## config.mk

```make
export PLATFORM = sky130hd
export DESIGN_NAME = mbgd_apb_arbiter
export DESIGN_NICKNAME = d
export VERILOG_FILES = /design/src/rtl/mbgd_apb_pkg.sv /design/src/rtl/mbgd_rr_picker.sv /design/src/rtl/mbgd_apb_arbiter.sv
export SDC_FILE = /design/constraint.sdc
export NUM_CORES = 1
export LEC_CHECK = 0
export CELL_PAD_IN_SITES_DETAIL_PLACEMENT = 0
export CELL_PAD_IN_SITES_GLOBAL_PLACEMENT = 1
export CORE_ASPECT_RATIO = 0.8
export CORE_UTILIZATION = 29
export DETAILED_ROUTE_END_ITERATION = 12
export PLACE_DENSITY = 0.85
export SYNTH_ARGS = -nofsm -noshare
export SYNTH_HDL_FRONTEND = slang
export SYNTH_SLANG_ARGS = --single-unit
```

## constraint.sdc

```tcl
create_clock -name apb_pclk -period 1.9 [get_ports apb_pclk]
set_clock_uncertainty 0.05 [all_clocks]
set_input_delay 0.38 -clock apb_pclk [delete_from_list [all_inputs] [get_ports apb_pclk]]
set_output_delay 0.38 -clock apb_pclk [all_outputs]
set_load 0.1 [all_outputs]
```

## src/rtl/mbgd_apb_pkg.sv

```systemverilog
// -----------------------------------------------------------------------------
// mbgd_apb_pkg
// Shared definitions for the MBGD APB arbiter slice.
//   apb_state_e      : arbiter FSM encoding (IDLE=00, SETUP=01, ACCESS=10, DONE=11)
//   *_DEFAULT        : default address/data widths and ACCESS timeout limit
// No ports (package).
// -----------------------------------------------------------------------------
package mbgd_apb_pkg;

  typedef enum logic [1:0] {
    IDLE   = 2'b00,
    SETUP  = 2'b01,
    ACCESS = 2'b10,
    DONE   = 2'b11
  } apb_state_e;

  localparam int ADDR_W_DEFAULT  = 8;
  localparam int DATA_W_DEFAULT  = 8;
  localparam int TIMEOUT_DEFAULT = 16;

endpackage

```

## src/rtl/mbgd_rr_picker.sv

```systemverilog
// -----------------------------------------------------------------------------
// mbgd_rr_picker
// Combinational round-robin picker. Searches the request vector starting at
// (last_owner_i + 1) mod N_REQ and wrapping, returning the first hit.
// Ports:
//   req_i        in  N_REQ  request vector
//   last_owner_i in  IDX_W  index of the most recently completed owner
//   grant_o      out N_REQ  one-hot grant (all zero when no request)
//   grant_idx_o  out IDX_W  index of the granted requester
//   valid_o      out 1      at least one request present
// -----------------------------------------------------------------------------
module mbgd_rr_picker #(
  parameter int N_REQ = 2,
  parameter int IDX_W = $clog2(N_REQ)
) (
  input  logic [N_REQ-1:0] req_i,
  input  logic [IDX_W-1:0] last_owner_i,
  output logic [N_REQ-1:0] grant_o,
  output logic [IDX_W-1:0] grant_idx_o,
  output logic             valid_o
);

  int               cand;
  logic [IDX_W-1:0] candIdx;

  // Walk offsets 1..N_REQ from the last owner; the last owner itself is the
  // final candidate, so a lone requester is never starved.
  always_comb begin
    grant_o     = '0;
    grant_idx_o = '0;
    valid_o     = 1'b0;
    cand        = 0;
    candIdx     = '0;
    for (int k = 1; k <= N_REQ; k++) begin
      cand    = (int'(last_owner_i) + k) % N_REQ;
      candIdx = IDX_W'(cand);
      if (!valid_o && req_i[candIdx]) begin
        valid_o          = 1'b1;
        grant_o[candIdx] = 1'b1;
        grant_idx_o      = candIdx;
      end
    end
  end

endmodule

```

## src/rtl/mbgd_apb_arbiter.sv

```systemverilog
// -----------------------------------------------------------------------------
// mbgd_apb_arbiter
// Shares one APB slave port among N_REQ requesters. Grants round-robin,
// latches the winner's command and runs a SETUP/ACCESS sequence with pready
// wait states, then pulses done[owner] for one cycle with the read data.
// Optional feature: define MBGD_APB_TIMEOUT_EN to abort an ACCESS phase after
// TIMEOUT cycles without pready (done pulses with err=1, rdata=0).
// Ports:
//   apb_pclk, reset          clock, asynchronous active-high reset
//   req/req_write            per-requester request (held until done) / direction
//   req_addr/req_wdata       packed per-requester address / write data
//   done, rdata, err         one-hot completion pulse, read data, timeout flag
//   busy, owner, state       status: busy in SETUP..DONE, current/last owner, FSM
//   apb_*                    APB master interface toward the MBGD slave
// -----------------------------------------------------------------------------
module mbgd_apb_arbiter
  import mbgd_apb_pkg::*;
#(
  parameter int N_REQ   = 2,
  parameter int ADDR_W  = ADDR_W_DEFAULT,
  parameter int DATA_W  = DATA_W_DEFAULT,
  parameter int TIMEOUT = TIMEOUT_DEFAULT
) (
  input  logic                      apb_pclk,
  input  logic                      reset,
  input  logic [N_REQ-1:0]          req,
  input  logic [N_REQ-1:0]          req_write,
  input  logic [N_REQ*ADDR_W-1:0]   req_addr,
  input  logic [N_REQ*DATA_W-1:0]   req_wdata,
  output logic [N_REQ-1:0]          done,
  output logic [DATA_W-1:0]         rdata,
  output logic                      err,
  output logic                      busy,
  output logic [$clog2(N_REQ)-1:0]  owner,
  output logic [1:0]                state,
  output logic                      apb_psel,
  output logic                      apb_penable,
  output logic                      apb_pwrite,
  output logic [ADDR_W-1:0]         apb_paddress,
  output logic [DATA_W-1:0]         apb_pwdata,
  input  logic [DATA_W-1:0]         apb_prdata,
  input  logic                      apb_pready
);

  localparam int OWN_W = $clog2(N_REQ);

  apb_state_e         state_q;
  logic [OWN_W-1:0]   owner_q;
  logic [OWN_W-1:0]   lastOwner_q;
  logic               psel_q;
  logic               penable_q;
  logic               pwrite_q;
  logic [ADDR_W-1:0]  paddr_q;
  logic [DATA_W-1:0]  pwdata_q;
  logic [N_REQ-1:0]   done_q;
  logic [DATA_W-1:0]  rdata_q;
  logic               busy_q;

  logic [N_REQ-1:0]   grant;
  logic [OWN_W-1:0]   grantIdx;
  logic               grantValid;

  logic               cmdWrite_d;
  logic [ADDR_W-1:0]  cmdAddr_d;
  logic [DATA_W-1:0]  cmdWdata_d;

`ifdef MBGD_APB_TIMEOUT_EN
  localparam int CNT_W = $clog2(TIMEOUT + 1);
  logic [CNT_W-1:0]   accessCnt_q;
  logic               err_q;
`endif

  mbgd_rr_picker #(
    .N_REQ (N_REQ),
    .IDX_W (OWN_W)
  ) u_picker (
    .req_i        (req),
    .last_owner_i (lastOwner_q),
    .grant_o      (grant),
    .grant_idx_o  (grantIdx),
    .valid_o      (grantValid)
  );

  // One-hot AND-OR select of the winner's command fields.
  always_comb begin
    cmdWrite_d = 1'b0;
    cmdAddr_d  = '0;
    cmdWdata_d = '0;
    for (int i = 0; i < N_REQ; i++) begin
      if (grant[i]) begin
        cmdWrite_d = req_write[i];
        cmdAddr_d  = req_addr[i*ADDR_W +: ADDR_W];
        cmdWdata_d = req_wdata[i*DATA_W +: DATA_W];
      end
    end
  end

  // Arbiter FSM. Every output comes straight from a register; the command is
  // latched at the grant edge so requester changes afterwards are ignored.
  always_ff @(posedge apb_pclk or posedge reset) begin
    if (reset) begin
      state_q     <= IDLE;
      owner_q     <= '0;
      lastOwner_q <= OWN_W'(N_REQ - 1);
      psel_q      <= 1'b0;
      penable_q   <= 1'b0;
      pwrite_q    <= 1'b0;
      paddr_q     <= '0;
      pwdata_q    <= '0;
      done_q      <= '0;
      rdata_q     <= '0;
      busy_q      <= 1'b0;
`ifdef MBGD_APB_TIMEOUT_EN
      accessCnt_q <= '0;
      err_q       <= 1'b0;
`endif
    end else begin
      done_q <= '0;
      case (state_q)
        IDLE: begin
          if (grantValid) begin
            pwrite_q  <= cmdWrite_d;
            paddr_q   <= cmdAddr_d;
            pwdata_q  <= cmdWdata_d;
            owner_q   <= grantIdx;
            psel_q    <= 1'b1;
            penable_q <= 1'b0;
            busy_q    <= 1'b1;
`ifdef MBGD_APB_TIMEOUT_EN
            err_q     <= 1'b0;
`endif
            state_q   <= SETUP;
          end
        end
        SETUP: begin
          penable_q <= 1'b1;
`ifdef MBGD_APB_TIMEOUT_EN
          accessCnt_q <= '0;
`endif
          state_q   <= ACCESS;
        end
        ACCESS: begin
          if (apb_pready) begin
            if (!pwrite_q) begin
              rdata_q <= apb_prdata;
            end
            psel_q          <= 1'b0;
            penable_q       <= 1'b0;
            done_q[owner_q] <= 1'b1;
            state_q         <= DONE;
          end
`ifdef MBGD_APB_TIMEOUT_EN
          // pready on the limit cycle wins, handled by the branch above.
          else if (accessCnt_q == CNT_W'(TIMEOUT - 1)) begin
            err_q           <= 1'b1;
            rdata_q         <= '0;
            psel_q          <= 1'b0;
            penable_q       <= 1'b0;
            done_q[owner_q] <= 1'b1;
            state_q         <= DONE;
          end else begin
            accessCnt_q <= accessCnt_q + 1'b1;
          end
`endif
        end
        DONE: begin
          lastOwner_q <= owner_q;
          busy_q      <= 1'b0;
          state_q     <= IDLE;
        end
        default: state_q <= IDLE;
      endcase
    end
  end

  assign state        = state_q;
  assign owner        = owner_q;
  assign busy         = busy_q;
  assign done         = done_q;
  assign rdata        = rdata_q;
  assign apb_psel     = psel_q;
  assign apb_penable  = penable_q;
  assign apb_pwrite   = pwrite_q;
  assign apb_paddress = paddr_q;
  assign apb_pwdata   = pwdata_q;

`ifdef MBGD_APB_TIMEOUT_EN
  assign err = err_q;
`else
  assign err = 1'b0;
`endif

endmodule

```

======== Word-level counts from Yosys, hierarchy flattened ========
Index checks and enable logic that the tools add are counted.
Widths: inputs -> output; s select.
cells by class
  add/subtract/negate cells ............... 2
  $lt $le $gt $ge ......................... 6
  equal/unequal tests ..................... 5
  muxes and demuxes ....................... 33
  bitwise gates (word level) .............. 2
  reduce and logical (&&, ||, !) cells .... 15
operators with widths
  cell                 number
  $mux 8               4
  $mux 1               16
  $mux 2               6
  $reduce_and 3->1     3
  $pmux 2 s4           1
  $lt 1x2->1 const B   3
  $reduce_and 2->1     3
  $eq 2x2->1 const B   2
  $logic_and 1x1->1    4
  $ne 2x2->1 const B   2
  $pmux 1 s2           2
  $reduce_bool 2->1    2
  $demux 1 s1          3
  $ge 1x1->1 const B   3
  $pmux 1 s3           1
  $reduce_bool 3->1    1
  $add 1x1->1 const B  2
  $eq 2x1->1 const B   1
  $logic_not 2->1      1
  $or 2x2->2           1
  $logic_not 1->1      1
  $not 1->1            1
word-level totals
  register bits after elaboration ......... 34
  input bits .............................. 47
  output and inout port bits .............. 34
  word-level logic and storage cells ...... 74

======== Depth between registers and ports, before layout ========
  depth after elaboration ................. 10
  depth in mapped cells ................... 6

======== Modules after synthesis ========
A second synthesis with hierarchy kept.
second synthesis, totals
  cells, all modules ...................... 140
  area, all modules ....................... 1580.3 um^2
modules (own cells, without submodules)
  module            instances  cells an instance  area an instance (um^2)
  mbgd_apb_arbiter  1          135                1547.7
  mbgd_rr_picker    1          5                  32.5

======== Worst setup path before layout ========
No wires, ideal clock.
  kind .................................... reg2reg
  start point ............................. reg state_q[0] (netlist: state[0])
  end point ............................... reg penable_q (netlist: apb_penable)
  arrival time ............................ 2138 ps
  data required time ...................... 1725 ps
  slack ................................... -414 ps
  cell stages (with the launch flop) ...... 6
  cell sequence ........................... dfrtp_1 -> inv_1 -> ha_1 -> nor3b_2 -> nor3_1 -> mux2_2
between the ends
  cells in the longest elaborated chain, start to end .. 3
ends and longest elaborated chain
  item                                                       RTL line                 RTL
  start: declaration                                         mbgd_apb_arbiter.sv:47   apb_state_e state_q;
  start signal: assignment                                   mbgd_apb_arbiter.sv:102  state_q <= IDLE;
  start signal: assignment                                   mbgd_apb_arbiter.sv:132  state_q <= SETUP;
  start signal: assignment                                   mbgd_apb_arbiter.sv:140  state_q <= ACCESS;
  $eq 2x2->1 (tied with other cells)                         mbgd_apb_arbiter.sv:119  case (state_q)
  $ne 2x2->1 (no line) or $reduce_bool 3->1 (tied branches)  -
  $reduce_and 3->1 (no line)                                 -
  end signal: assignment                                     mbgd_apb_arbiter.sv:127  penable_q <= 1'b0;
  end signal: assignment                                     mbgd_apb_arbiter.sv:136  penable_q <= 1'b1;
  end signal: assignment                                     mbgd_apb_arbiter.sv:148  penable_q <= 1'b0;
  end: declaration                                           mbgd_apb_arbiter.sv:51   logic penable_q;
Several ways; a longest one is shown, not always the timed one.
A chain may end at the register's enable or synchronous reset.

======== Final worst setup path ========
  start point ............................. reg state_q[1] (netlist: state[1])
  end point ............................... reg state_q[1] (netlist: state[1])
between the ends
  cells in the longest elaborated chain, start to end .. 3
ends and longest elaborated chain
  item                                           RTL line
  $eq 2x2->1 or $logic_not 2->1 (tied branches)  mbgd_apb_arbiter.sv:119
  $ne 2x2->1 (no line)                           -
  $reduce_and 2->1 (no line)                     -
Several ways; a longest one is shown, not always the timed one.

==> summary.md <==
| Metric | Value |
|---|---|
| Status | `completed` |
| Crit path largest cell delay | `510 ps` |
| Final Hold Vio Count | `0` |
| Reg clk slew, reported paths | `70 ps` |
| Worst-Skew Late Latency | `~280 ps` |
| CTS tree | `done` |
| Count of pins over their slew limit | `0` |
| Global-route wire length before repair | `approximately 6700 um` |
| Die Y | `67.1 um` |
| FMAX | `0.563 GHz` |
| Rows | `23` |
| Grt ovf | `0` |
| Fin crit period | `1780 ps` |
| Setup_tns | `0 ps` |
| Clock root buffer | `clkbuf_8` |
| Post-DRT Antenna Nets | `0` |
| Worst Path Max Fanout | `5` |
| Htree depth | `2` |
| DIE WIDTH | `83.3 um` |
| Worst EP required | `roughly 2000 ps` |
| Synth Register Bits | `34` |
| Reg2Reg Launch Point | `state[1]$_DFFE_PP0P_` |
| Family with the most delay on the worst path | `flip-flops` |
| Port buffer count | `79` |
| # IOs | `81` |
| CP Class | `flip-flop to flip-flop` |
| CP Launch Point | `state[1]$_DFFE_PP0P_` |
| First drt pass iteration count | `4` |
| Synth cell types | `29` |
| Die Area | `between 5000 and 6000 um2` |
| Met2 Track Usage GR | `0.249` |
| Number of global-route vias before repair | `~1300` |
| Syn nets | `between 150 and 200` |
| CP Capture Type | `flip-flop` |
| Top post-synthesis cells by area | `dfrtp_1 54%, mux2_2 8.1%, a221o_1 6.5%, and3_1 4.5%, ha_1 4.1%` |
| Synth warn | `0` |
| Crit Reg-Reg Endpoint | `state[1]$_DFFE_PP0P_` |
| Worst reg-to-reg setup slack | `roughly 120 ps` |
| WL per Instance | `around 15 um` |
| Grt met3 use | `0.0458` |
| Number of vias per cell | `between 4 and 5` |
| Post-cts repair resize count | `0` |
| Residual DRC | `0` |
| Cell count after synthesis | `approximately 130` |
| Top cell type by total area after synthesis | `dfrtp_1` |
| GRT Max-Usage Layer | `met2` |
| Share of post-route cells with drive strength above 1 | `0.329` |
| Setup Viol. Count Final | `0` |
| 1st-iter DRT viols | `60` |
| Core Area | `5060 um2` |
| Most common cell after layout, fill and taps aside | `clkdlybuf4s50_1` |
| Arr. time, crit path | `1900 ps` |
| Total Routed Length | `around 4000 um` |
| Crit start category | `flip-flop` |
| Initial antenna violation count | `0` |
| Nets | `267` |
| Post-CTS setup buffer count | `0` |
| CTS Buf Count | `5` |
| CTS Hold Bufs | `0` |
| Area Growth Syn to Fin | `87.0%` |
| Placer Congestion | `around 0.7` |
| Met1 Use GR | `0.202` |
| Initial Util | `0.303` |
| Post-synth EDFFs | `0` |
| CP cell instances | `inv_1 -> ha_1 -> nor3b_2 -> nor2_1 -> mux2_2` |
| Ys flop type | `dfrtp_1` |
| Clk sink count | `34` |
| Min-delay worst type | `input pin to asynchronous set/reset pin` |
| Syn_area_per_cell | `between 10 and 15 um2` |
| Clock tree buffer depth | `2` |
| Ant diodes | `0` |
| CP max stage cell | `dfrtp_4` |
| R2R depth | `5` |
| # Max-Cap Violations | `0` |
| Total GRT Usage | `0.156` |
| Share of the synthesized area in the top cell type | `0.538` |
| Vias after detailed routing | `between 1000 and 1500` |
| RSZ-0062 raised after global routing | `false` |
| Largest net degree at the start of global routing | `23` |
| Mapped Area | `between 1500 and 2000 um2` |
| Async SR Flop Fraction | `1.00` |
| Buf/Inv on CP | `1` |
| HPWL Detailed | `3110 um` |
| Sequential fraction of the synthesis area | `0.555` |
| Most frequent cells in the layout | `46 x clkdlybuf4s50_1, 33 x buf_12, 31 x dfrtp_1` |
| Final worst-path cycle share | `0.935` |
area by class of cell:
type	count	area (um2)
Inverter	4	15.0
Multi-Input combinational cell	78	609
Fill cell	427	2190
Sequential cell	34	860
Clock inverter	1	5.00
Tap cell	62	77.6
Timing Repair Buffer	92	1220
Clock buffer	7	86.3
per-stage QoR:
stage | utilization | hold slack, ps | worst slack [ps] | std cells | instance area [um2]
final | 0.567 | 357 | 123 | 278 | 2870
after global routing | 0.567 | 367 | 28.0 | 278 | 2870
after CTS | 0.567 | 353 | 103 | 278 | 2870
after detailed placement | 0.549 | 493 | 22.9 | 270 | 2780
after global placement | 0.549 | 500 | 32.2 | 270 | 2780
after floorplan | - | 471 | 11.2 | 125 | 1540
routing by layer:
| layer | vias to the layer above | part of all wire | wire, um |
|---|---|---|---|
| met5 | - | 0 | 0 |
| met4 | 0 | 0.011 | 45 |
| met3 | 7 | 0.069 | 279 |
| met2 | 54 | 0.46 | 1850 |
| met1 | 628 | 0.46 | 1880 |
| li1 | 638 | - | - |
kinds of logic after synthesis:
family	share of synthesized area
mux	0.0807
simple gates	0.109
flops	0.555
compound gates	0.164
fa+ha+maj	0.0407
other cells	0.00244
buf+inv	0.0481
worst max-delay path by stage:
| stage | slack, ps | end | cells after the start |
|---|---|---|---|
| 2_1_floorplan | 10 | rdata[0]$_DFFE_PP0P_ | 6 |
| 4_1_cts | 100 | state[1]$_DFFE_PP0P_ | 5 |
| 3_5_place_dp | 20 | state[1]$_DFFE_PP0P_ | 5 |
| 3_3_place_gp | 30 | state[1]$_DFFE_PP0P_ | 5 |
| 6_report | 120 | state[1]$_DFFE_PP0P_ | 5 |
| 5_1_grt | 30 | state[1]$_DFFE_PP0P_ | 5 |
sequential cells by signal (all words and copies together), names as in the netlist, 2 cells and up:
| signal | flops |
|---|---|
| apb_paddress | 8 |
| done | 2 |
| apb_pwdata | 8 |
| rdata | 8 |
| state | 2 |
cells in the mapped netlist (2+ instances only):
master / instances
mux2_2: 11
dfrtp_1: 33
a32oi_1: 7
buf_6: 2
inv_1: 4
nor2_1: 11
a221o_1: 10
buf_2: 5
and3_1: 11
ha_1: 5
a21oi_1: 8
tightest hold or removal path, cell delays in order:
cell and delay [ps]:
clkdlybuf4s50_1 400, inv_1 70, buf_4 200
Power is not shown: default switching activity piles up to over one toggle a cycle in this logic, so the estimate is an artifact.
